==> config.mk <==
export PLATFORM = sky130hd
export DESIGN_NAME = wb_uart_tx_master
export DESIGN_NICKNAME = d
export VERILOG_FILES = /design/src/rtl/uart16550_pkg.sv /design/src/rtl/wb_single_access.sv /design/src/rtl/wb_uart_tx_master.sv
export SDC_FILE = /design/constraint.sdc
export NUM_CORES = 1
export LEC_CHECK = 0
export ABC_AREA = 0
export BUFFER_PORTS_ARGS = -buffer_cell sky130_fd_sc_hd__buf_2
export CORE_ASPECT_RATIO = 2
export CORE_MARGIN = 2
export CORE_UTILIZATION = 50
export DETAILED_ROUTE_END_ITERATION = 6
export GPL_ROUTABILITY_DRIVEN = 0
export PLACE_DENSITY = 0.85
export REMOVE_ABC_BUFFERS = 1
export SLEW_MARGIN = 0
export SYNTH_ARGS = -nofsm -noshare
export SYNTH_HDL_FRONTEND = slang
export SYNTH_HIERARCHICAL = 1
export SYNTH_SLANG_ARGS = --single-unit
export TNS_END_PERCENT = 1
==> constraint.sdc <==
create_clock -name wb_clk_i -period 2.05 [get_ports wb_clk_i]
set_input_delay 0 -clock wb_clk_i [delete_from_list [all_inputs] [get_ports wb_clk_i]]
set_output_delay 0 -clock wb_clk_i [all_outputs]
set_load 0.02 [all_outputs]
==> src/rtl/uart16550_pkg.sv <==
// Shared 16550 register map, LCR/LSR constants, sequencer states and the
// request/response types exchanged between the sequencer and the bus engine.
package uart16550_pkg;

  localparam logic [2:0] OFF_THR = 3'd0;
  localparam logic [2:0] OFF_DLL = 3'd0;
  localparam logic [2:0] OFF_DLM = 3'd1;
  localparam logic [2:0] OFF_LCR = 3'd3;
  localparam logic [2:0] OFF_LSR = 3'd5;

  localparam logic [7:0] LCR_DLAB = 8'h80;
  localparam logic [7:0] LCR_8N1  = 8'h03;
  localparam int         LSR_THRE = 5;

  typedef enum logic [2:0] {
    INIT_LCR_DLAB,
    INIT_DLL,
    INIT_DLM,
    INIT_LCR,
    IDLE,
    POLL_LSR,
    WRITE_THR,
    ERROR
  } state_t;

  typedef struct packed {
    logic [2:0] off;
    logic       we;
    logic [7:0] dat;
  } acc_req_t;

  typedef struct packed {
    logic       ack;
    logic       rty;
    logic       err;
    logic [7:0] rdata;
  } acc_rsp_t;

  function automatic logic [31:0] reg_addr(input logic [31:0] base, input logic [2:0] off);
    return base + {29'd0, off};
  endfunction

endpackage

==> src/rtl/wb_single_access.sv <==
// Classic Wishbone single-access engine: latches one request, holds cyc/stb
// until ack/err/rty or timeout, then idles at least one cycle.
module wb_single_access
  import uart16550_pkg::*;
#(
  parameter logic [31:0] BASE    = 32'h9000_0000,
  parameter int          TIMEOUT = 255
) (
  input  logic        clk_i,
  input  logic        rst_i,
  input  logic        req_vld_i,
  input  acc_req_t    req_i,
  output acc_rsp_t    rsp_o,
  output logic [31:0] wb_adr_o,
  output logic [7:0]  wb_dat_o,
  output logic        wb_we_o,
  output logic        wb_cyc_o,
  output logic        wb_stb_o,
  input  logic [7:0]  wb_dat_i,
  input  logic        wb_ack_i,
  input  logic        wb_err_i,
  input  logic        wb_rty_i
);

  localparam int CW = ($clog2(TIMEOUT + 1) > 8) ? $clog2(TIMEOUT + 1) : 8;

  logic          cyc_q, cyc_d, we_q, we_d;
  logic [31:0]   adr_q, adr_d;
  logic [7:0]    dat_q, dat_d;
  logic [CW-1:0] cnt_q, cnt_d;
  logic          tmo, done;

  // Timeout fires on the TIMEOUT-th cycle of an unanswered access.
  assign tmo         = cyc_q && (cnt_q == CW'(TIMEOUT - 1));
  assign rsp_o.err   = cyc_q && (wb_err_i || (tmo && !wb_ack_i && !wb_rty_i));
  assign rsp_o.ack   = cyc_q && wb_ack_i && !wb_err_i;
  assign rsp_o.rty   = cyc_q && wb_rty_i && !wb_ack_i && !wb_err_i;
  assign rsp_o.rdata = wb_dat_i;
  assign done        = rsp_o.err || rsp_o.ack || rsp_o.rty;

  assign wb_adr_o = adr_q;
  assign wb_dat_o = dat_q;
  assign wb_we_o  = we_q;
  assign wb_cyc_o = cyc_q;
  assign wb_stb_o = cyc_q;

  always_comb begin
    cyc_d = cyc_q;
    adr_d = adr_q;
    dat_d = dat_q;
    we_d  = we_q;
    cnt_d = cnt_q;
    if (!cyc_q) begin
      if (req_vld_i) begin
        cyc_d = 1'b1;
        adr_d = reg_addr(BASE, req_i.off);
        dat_d = req_i.dat;
        we_d  = req_i.we;
        cnt_d = '0;
      end
    end else if (done) begin
      cyc_d = 1'b0;
    end else begin
      cnt_d = cnt_q + CW'(1);
    end
  end

  always_ff @(posedge clk_i or posedge rst_i) begin
    if (rst_i) begin
      cyc_q <= 1'b0;
      adr_q <= '0;
      dat_q <= '0;
      we_q  <= 1'b0;
      cnt_q <= '0;
    end else begin
      cyc_q <= cyc_d;
      adr_q <= adr_d;
      dat_q <= dat_d;
      we_q  <= we_d;
      cnt_q <= cnt_d;
    end
  end

endmodule

==> src/rtl/wb_uart_tx_master.sv <==
// Configures a 16550 UART over Wishbone, then streams bytes to THR, polling
// LSR.THRE before each write; any bus error or timeout parks it in ERROR.
module wb_uart_tx_master
  import uart16550_pkg::*;
#(
  parameter logic [31:0] UART_BASE = 32'h9000_0000,
  parameter logic [15:0] DIVISOR   = 16'd27,
  parameter int          TIMEOUT   = 255
) (
  input  logic        wb_clk_i,
  input  logic        wb_rst_i,
  output logic [31:0] wb_adr_o,
  output logic [7:0]  wb_dat_o,
  output logic        wb_we_o,
  output logic        wb_cyc_o,
  output logic        wb_stb_o,
  output logic [2:0]  wb_cti_o,
  output logic [1:0]  wb_bte_o,
  input  logic [7:0]  wb_dat_i,
  input  logic        wb_ack_i,
  input  logic        wb_err_i,
  input  logic        wb_rty_i,
  input  logic [7:0]  s_data,
  input  logic        s_valid,
  output logic        s_ready,
  output logic        init_done,
  output logic        err_o
);

  state_t     state_q, state_d;
  logic [7:0] hold_q, hold_d;
  logic       init_q, init_d, err_q, err_d;
  logic       req_vld;
  acc_req_t   req;
  acc_rsp_t   rsp;
  logic       unused_rsp;

  assign wb_cti_o   = 3'b000;
  assign wb_bte_o   = 2'b00;
  assign s_ready    = (state_q == IDLE) && init_q;
  assign init_done  = init_q;
  assign err_o      = err_q;
  // rty needs no sequencer action: holding the request reissues it.
  assign unused_rsp = ^{rsp.rty, rsp.rdata};

  wb_single_access #(.BASE(UART_BASE), .TIMEOUT(TIMEOUT)) u_acc (
    .clk_i     (wb_clk_i),
    .rst_i     (wb_rst_i),
    .req_vld_i (req_vld),
    .req_i     (req),
    .rsp_o     (rsp),
    .wb_adr_o  (wb_adr_o),
    .wb_dat_o  (wb_dat_o),
    .wb_we_o   (wb_we_o),
    .wb_cyc_o  (wb_cyc_o),
    .wb_stb_o  (wb_stb_o),
    .wb_dat_i  (wb_dat_i),
    .wb_ack_i  (wb_ack_i),
    .wb_err_i  (wb_err_i),
    .wb_rty_i  (wb_rty_i)
  );

  always_comb begin
    state_d = state_q;
    hold_d  = hold_q;
    init_d  = init_q;
    err_d   = err_q;
    req_vld = 1'b0;
    req.off = OFF_LCR;
    req.we  = 1'b1;
    req.dat = 8'h00;
    unique case (state_q)
      INIT_LCR_DLAB: begin
        req_vld = 1'b1;
        req.dat = LCR_DLAB;
        if (rsp.ack) state_d = INIT_DLL;
      end
      INIT_DLL: begin
        req_vld = 1'b1;
        req.off = OFF_DLL;
        req.dat = DIVISOR[7:0];
        if (rsp.ack) state_d = INIT_DLM;
      end
      INIT_DLM: begin
        req_vld = 1'b1;
        req.off = OFF_DLM;
        req.dat = DIVISOR[15:8];
        if (rsp.ack) state_d = INIT_LCR;
      end
      INIT_LCR: begin
        req_vld = 1'b1;
        req.dat = LCR_8N1;
        if (rsp.ack) begin
          state_d = IDLE;
          init_d  = 1'b1;
        end
      end
      IDLE: begin
        if (s_valid && s_ready) begin
          hold_d  = s_data;
          state_d = POLL_LSR;
        end
      end
      POLL_LSR: begin
        req_vld = 1'b1;
        req.off = OFF_LSR;
        req.we  = 1'b0;
        if (rsp.ack && rsp.rdata[LSR_THRE]) state_d = WRITE_THR;
      end
      WRITE_THR: begin
        req_vld = 1'b1;
        req.off = OFF_THR;
        req.dat = hold_q;
        if (rsp.ack) state_d = IDLE;
      end
      ERROR: ;
      default: ;
    endcase
    if (rsp.err) begin
      state_d = ERROR;
      err_d   = 1'b1;
    end
  end

  always_ff @(posedge wb_clk_i or posedge wb_rst_i) begin
    if (wb_rst_i) begin
      state_q <= INIT_LCR_DLAB;
      hold_q  <= '0;
      init_q  <= 1'b0;
      err_q   <= 1'b0;
    end else begin
      state_q <= state_d;
      hold_q  <= hold_d;
      init_q  <= init_d;
      err_q   <= err_d;
    end
  end

endmodule

==> flow_results.org <==
** STA
- For the pin with the worst max-slew slack, the measured transition is 0.814 ns.
- Headroom to the max-slew limit came out at 45.7%.
- For the finished layout, the period the worst path requires is 1.94 ns.
- For the final database, setup skew stands at 0.00837 ns.
- Setup repair after global routing left no endpoint under its margin.
- Final setup violating endpoints :: 0
- After routing, the total negative slack on setup checks comes to 0 ns.
- Derived from the worst setup path, the maximum achievable clock frequency is 516 MHz.
- Final-report max-slew violation count :: 0
- Final WS setup :: 0.112 ns
- Final Hold Violating Endpoints :: 0
- The final critical path takes up 94.6% of the cycle.

** Power
- The worst-case IR drop observed on VDD is 0.589 mV.
- The internal power of the cells totals 1.50 mW.
- Net switching power figure :: 1.03 mW
- Net switching is 40.7% of the power.
- Sequential cells burn 40.7% of the power.
- Per report_power, the clock group accounts for 20.1% of the total.
- Leakage component of the power :: 1.19 nW
- The share of total power dissipated in combinational logic is 39.2%.
- Power density of the placed cells :: 1100 nW/um^2

** Worst hold path
- The path with the worst hold slack has its endpoint at u_acc/cnt_q[1].
- Worst hold path stage count :: 4
- The path class of the tightest hold or removal check is in2reg.
- In this run the most critical hold path is launched from wb_rty_i.

** Placement
- Before CTS, the worst setup slack after placement is 0.0564 ns.
- Number of cells after detailed placement :: 294
- Number of buffers inserted by port buffering :: 33
- Estimated wirelength of the detail-placed design :: 2770 um

** Final layout
- Filler instances :: 357
- The finished layout holds 311 standard cells, fillers aside.
- Post-layout util :: 59.1%
- Layout area overhead :: 13.5%
- Nets :: 283
- Diode count :: 0
- Fraction of layout cells with a size suffix above 1 :: 24.2%

** Clocking
- Clock buffer count from CTS :: 5
- For the worst-skew pair, the clock arrives at the later sink with an insertion delay of 0.29 ns.
- Max Buffers Root-to-Sink :: 2
- Clock tree from TritonCTS :: built
- CTS built an H-tree with a depth of 2.
- Clock-pin slew was measured on the worst setup and hold paths at 0.08 ns.
- Setup Buffers After CTS :: 0
- The tree is rooted in a sky130_fd_sc_hd__clkbuf_8.
- CTS Sinks :: 35

** Run
- Reported max-cap violation count :: 0

** Worst setup path
- The startpoint identified for the worst register-to-register timing path is u_acc/cnt_q[1].
- STA puts the critical path data required time at 2.22 ns.
- Of all nets on the critical path, the largest fanout is 7.
- Register-to-Register Path Depth :: 9
- The largest single stage delay on the critical path is 0.44 ns.
- Across all register-to-register paths, the minimum setup slack is 0.11 ns.
- The signal on the critical path passes through ha_1 > nand4_1 > nor4_1 > o21a_2 > inv_1 > nand3b_4 > o31ai_4 > o21ai_0 > o31ai_1.
- The endpoint identified for the worst register-to-register timing path is state_q[1].
- The worst setup path is launched from a flip-flop.
- For this design, the slowest cell found on the critical path is sky130_fd_sc_hd__dfrtp_1.
- Worst Setup End Kind :: flip-flop
- The critical path is of the reg2reg type.
- WP data arrival :: 2.11 ns

** Die
- Number of I/O pins :: 73
- Floorplan die width :: 49.0 um
- Chip height :: 94.0 um
- Row generation in the floorplan step produced 32 rows.
- Full die area :: 4600 um^2
- For this configuration, the core starts out at a cell density of 52.1%.
- Std-Cell Core Area :: 3880 um^2

** Routing
- After detailed routing, the average wire length per cell comes to 11.6 um.
- Total via count after detailed routing :: 1,509
- ANT nets after route :: 0
- Total DRC errors in the routed layout :: 0
- After detailed routing, the number of vias per cell comes to 4.85.
- The final layout contains routed wiring with a total length of 3620 um.
- After the first detailed-routing iteration, the DRC count stood at 32.
- Length of the first detailed-routing pass in iterations :: 4

** Logic synthesis
- Mapped cell area :: 2020 um^2
- Counting every instance in the synthesized netlist gives 216.
- Yosys Warn Count :: 6
- Avg Inst Size Synth :: 9.37 um^2

** GRT
- Entering global routing, the biggest net connects 23 pins.
- Vias in the first global route :: 1,432
- GRT Residual Overflow :: 0
- Number of antenna violations at the first check in global routing :: 0
- Global-route usage over all layers :: 17.2%
- The first global-routing pass estimated 6140 um of wire.

** Status
- The flow ran to the end, and the final reports show no timing, DRC or antenna violations.
[worst max-delay path, delay by kind of cell (launching register included)]
family	cells	cell delay [ns]
compound gates	4	0.61
simple gates	3	0.47
flops	1	0.44
fa+ha+maj	1	0.20
buf+inv	1	0.11
[state kept, by name (all words and copies together) (netlist names), 3 cells and up]
signal          cells
hold_q              8
state_q             3
u_acc/cnt_q         8
u_acc/wb_adr_o      4
u_acc/wb_dat_o      8
[stage by stage]
stage	hold WS [ns]	cell area [um^2]	power [mW]
final	0.158	2300	2.53
after global routing	0.174	2300	2.72
after CTS	0.152	2290	2.55
after detailed placement	0.0522	2110	2.03
after global placement	0.0505	2110	1.99
after floorplan	-0.123	1840	1.71
[cells in the final DEF, fill, tap and decap left out, types with 2 or more instances in the layout]
cell type / instances
sky130_fd_sc_hd__nand2_1: 50
sky130_fd_sc_hd__dfrtp_1: 35
sky130_fd_sc_hd__buf_2: 33
sky130_fd_sc_hd__conb_1: 32
sky130_fd_sc_hd__nand3_1: 10
sky130_fd_sc_hd__dlygate4sd3_1: 9
sky130_fd_sc_hd__inv_1: 6
sky130_fd_sc_hd__nor2_1: 6
sky130_fd_sc_hd__mux2_2: 5
sky130_fd_sc_hd__clkbuf_8: 5
sky130_fd_sc_hd__buf_4: 5
sky130_fd_sc_hd__nand2b_1: 4
sky130_fd_sc_hd__mux2_1: 3
sky130_fd_sc_hd__o21ai_0: 3
sky130_fd_sc_hd__a21oi_1: 3
sky130_fd_sc_hd__mux2i_1: 3
sky130_fd_sc_hd__and2_1: 3
sky130_fd_sc_hd__nand4_1: 3
sky130_fd_sc_hd__or2_2: 2
sky130_fd_sc_hd__nor2b_1: 2
sky130_fd_sc_hd__xor2_1: 2
sky130_fd_sc_hd__nor3_1: 2
sky130_fd_sc_hd__a21o_1: 2
sky130_fd_sc_hd__clkinvlp_4: 2
sky130_fd_sc_hd__o21a_2: 2
sky130_fd_sc_hd__ha_1: 2
[power groups by stage]
| stage | Combinational [mW] | Clock (mW) | Sequential (mW) |
|---|---|---|---|
| after global routing | 1.11 | 0.557 | 1.05 |
| after floorplan | 0.574 | 0 | 1.14 |
| final | 0.992 | 0.508 | 1.03 |
| after CTS | 1.00 | 0.526 | 1.03 |
| after detailed placement | 0.987 | 0 | 1.04 |
| after global placement | 0.964 | 0 | 1.03 |
[worst max-delay path by stage]
stage	startpoint	to	slack, ns	depth (start not counted)
4_1_cts	u_acc/cnt_q[1]	state_q[1]	0.008	9
2_1_floorplan	u_acc/cnt_q[0]	state_q[1]	0.18	10
3_5_place_dp	u_acc/cnt_q[1]	state_q[1]	0.06	9
6_report	u_acc/cnt_q[1]	state_q[1]	0.11	9
3_3_place_gp	u_acc/cnt_q[1]	state_q[1]	0.12	9
5_1_grt	u_acc/cnt_q[1]	state_q[1]	0.01	9
[layer usage]
metal	track usage (%)	part of all wire [%]	routed length, um	up-vias
met2	32.6	55	1980	53
met4	9.29	2.8	102	0
li1	-	-	-	739
met3	2.71	4.5	162	9
met1	17.3	38	1370	708
met5	0	0	0	-
[layout make-up]
type	count	area [um^2]	share of cell area, %
multi-input cells	164	950	41.3
flip-flops and latches	35	876	38.1
repair buffers	47	293	12.7
clock buffers	5	68.8	3.00
well taps	51	63.8	2.78
clock inverters	3	23.8	1.03
inverters	6	22.5	0.980
[timing repair]
action | in CTS | in global routing
hold endpoints to repair | 43 | 0
setup endpoints to repair | 0 | 15
hold buffers | 9 | 0
gates resized for setup | 0 | 2
Power figures use the tool's default switching activity.
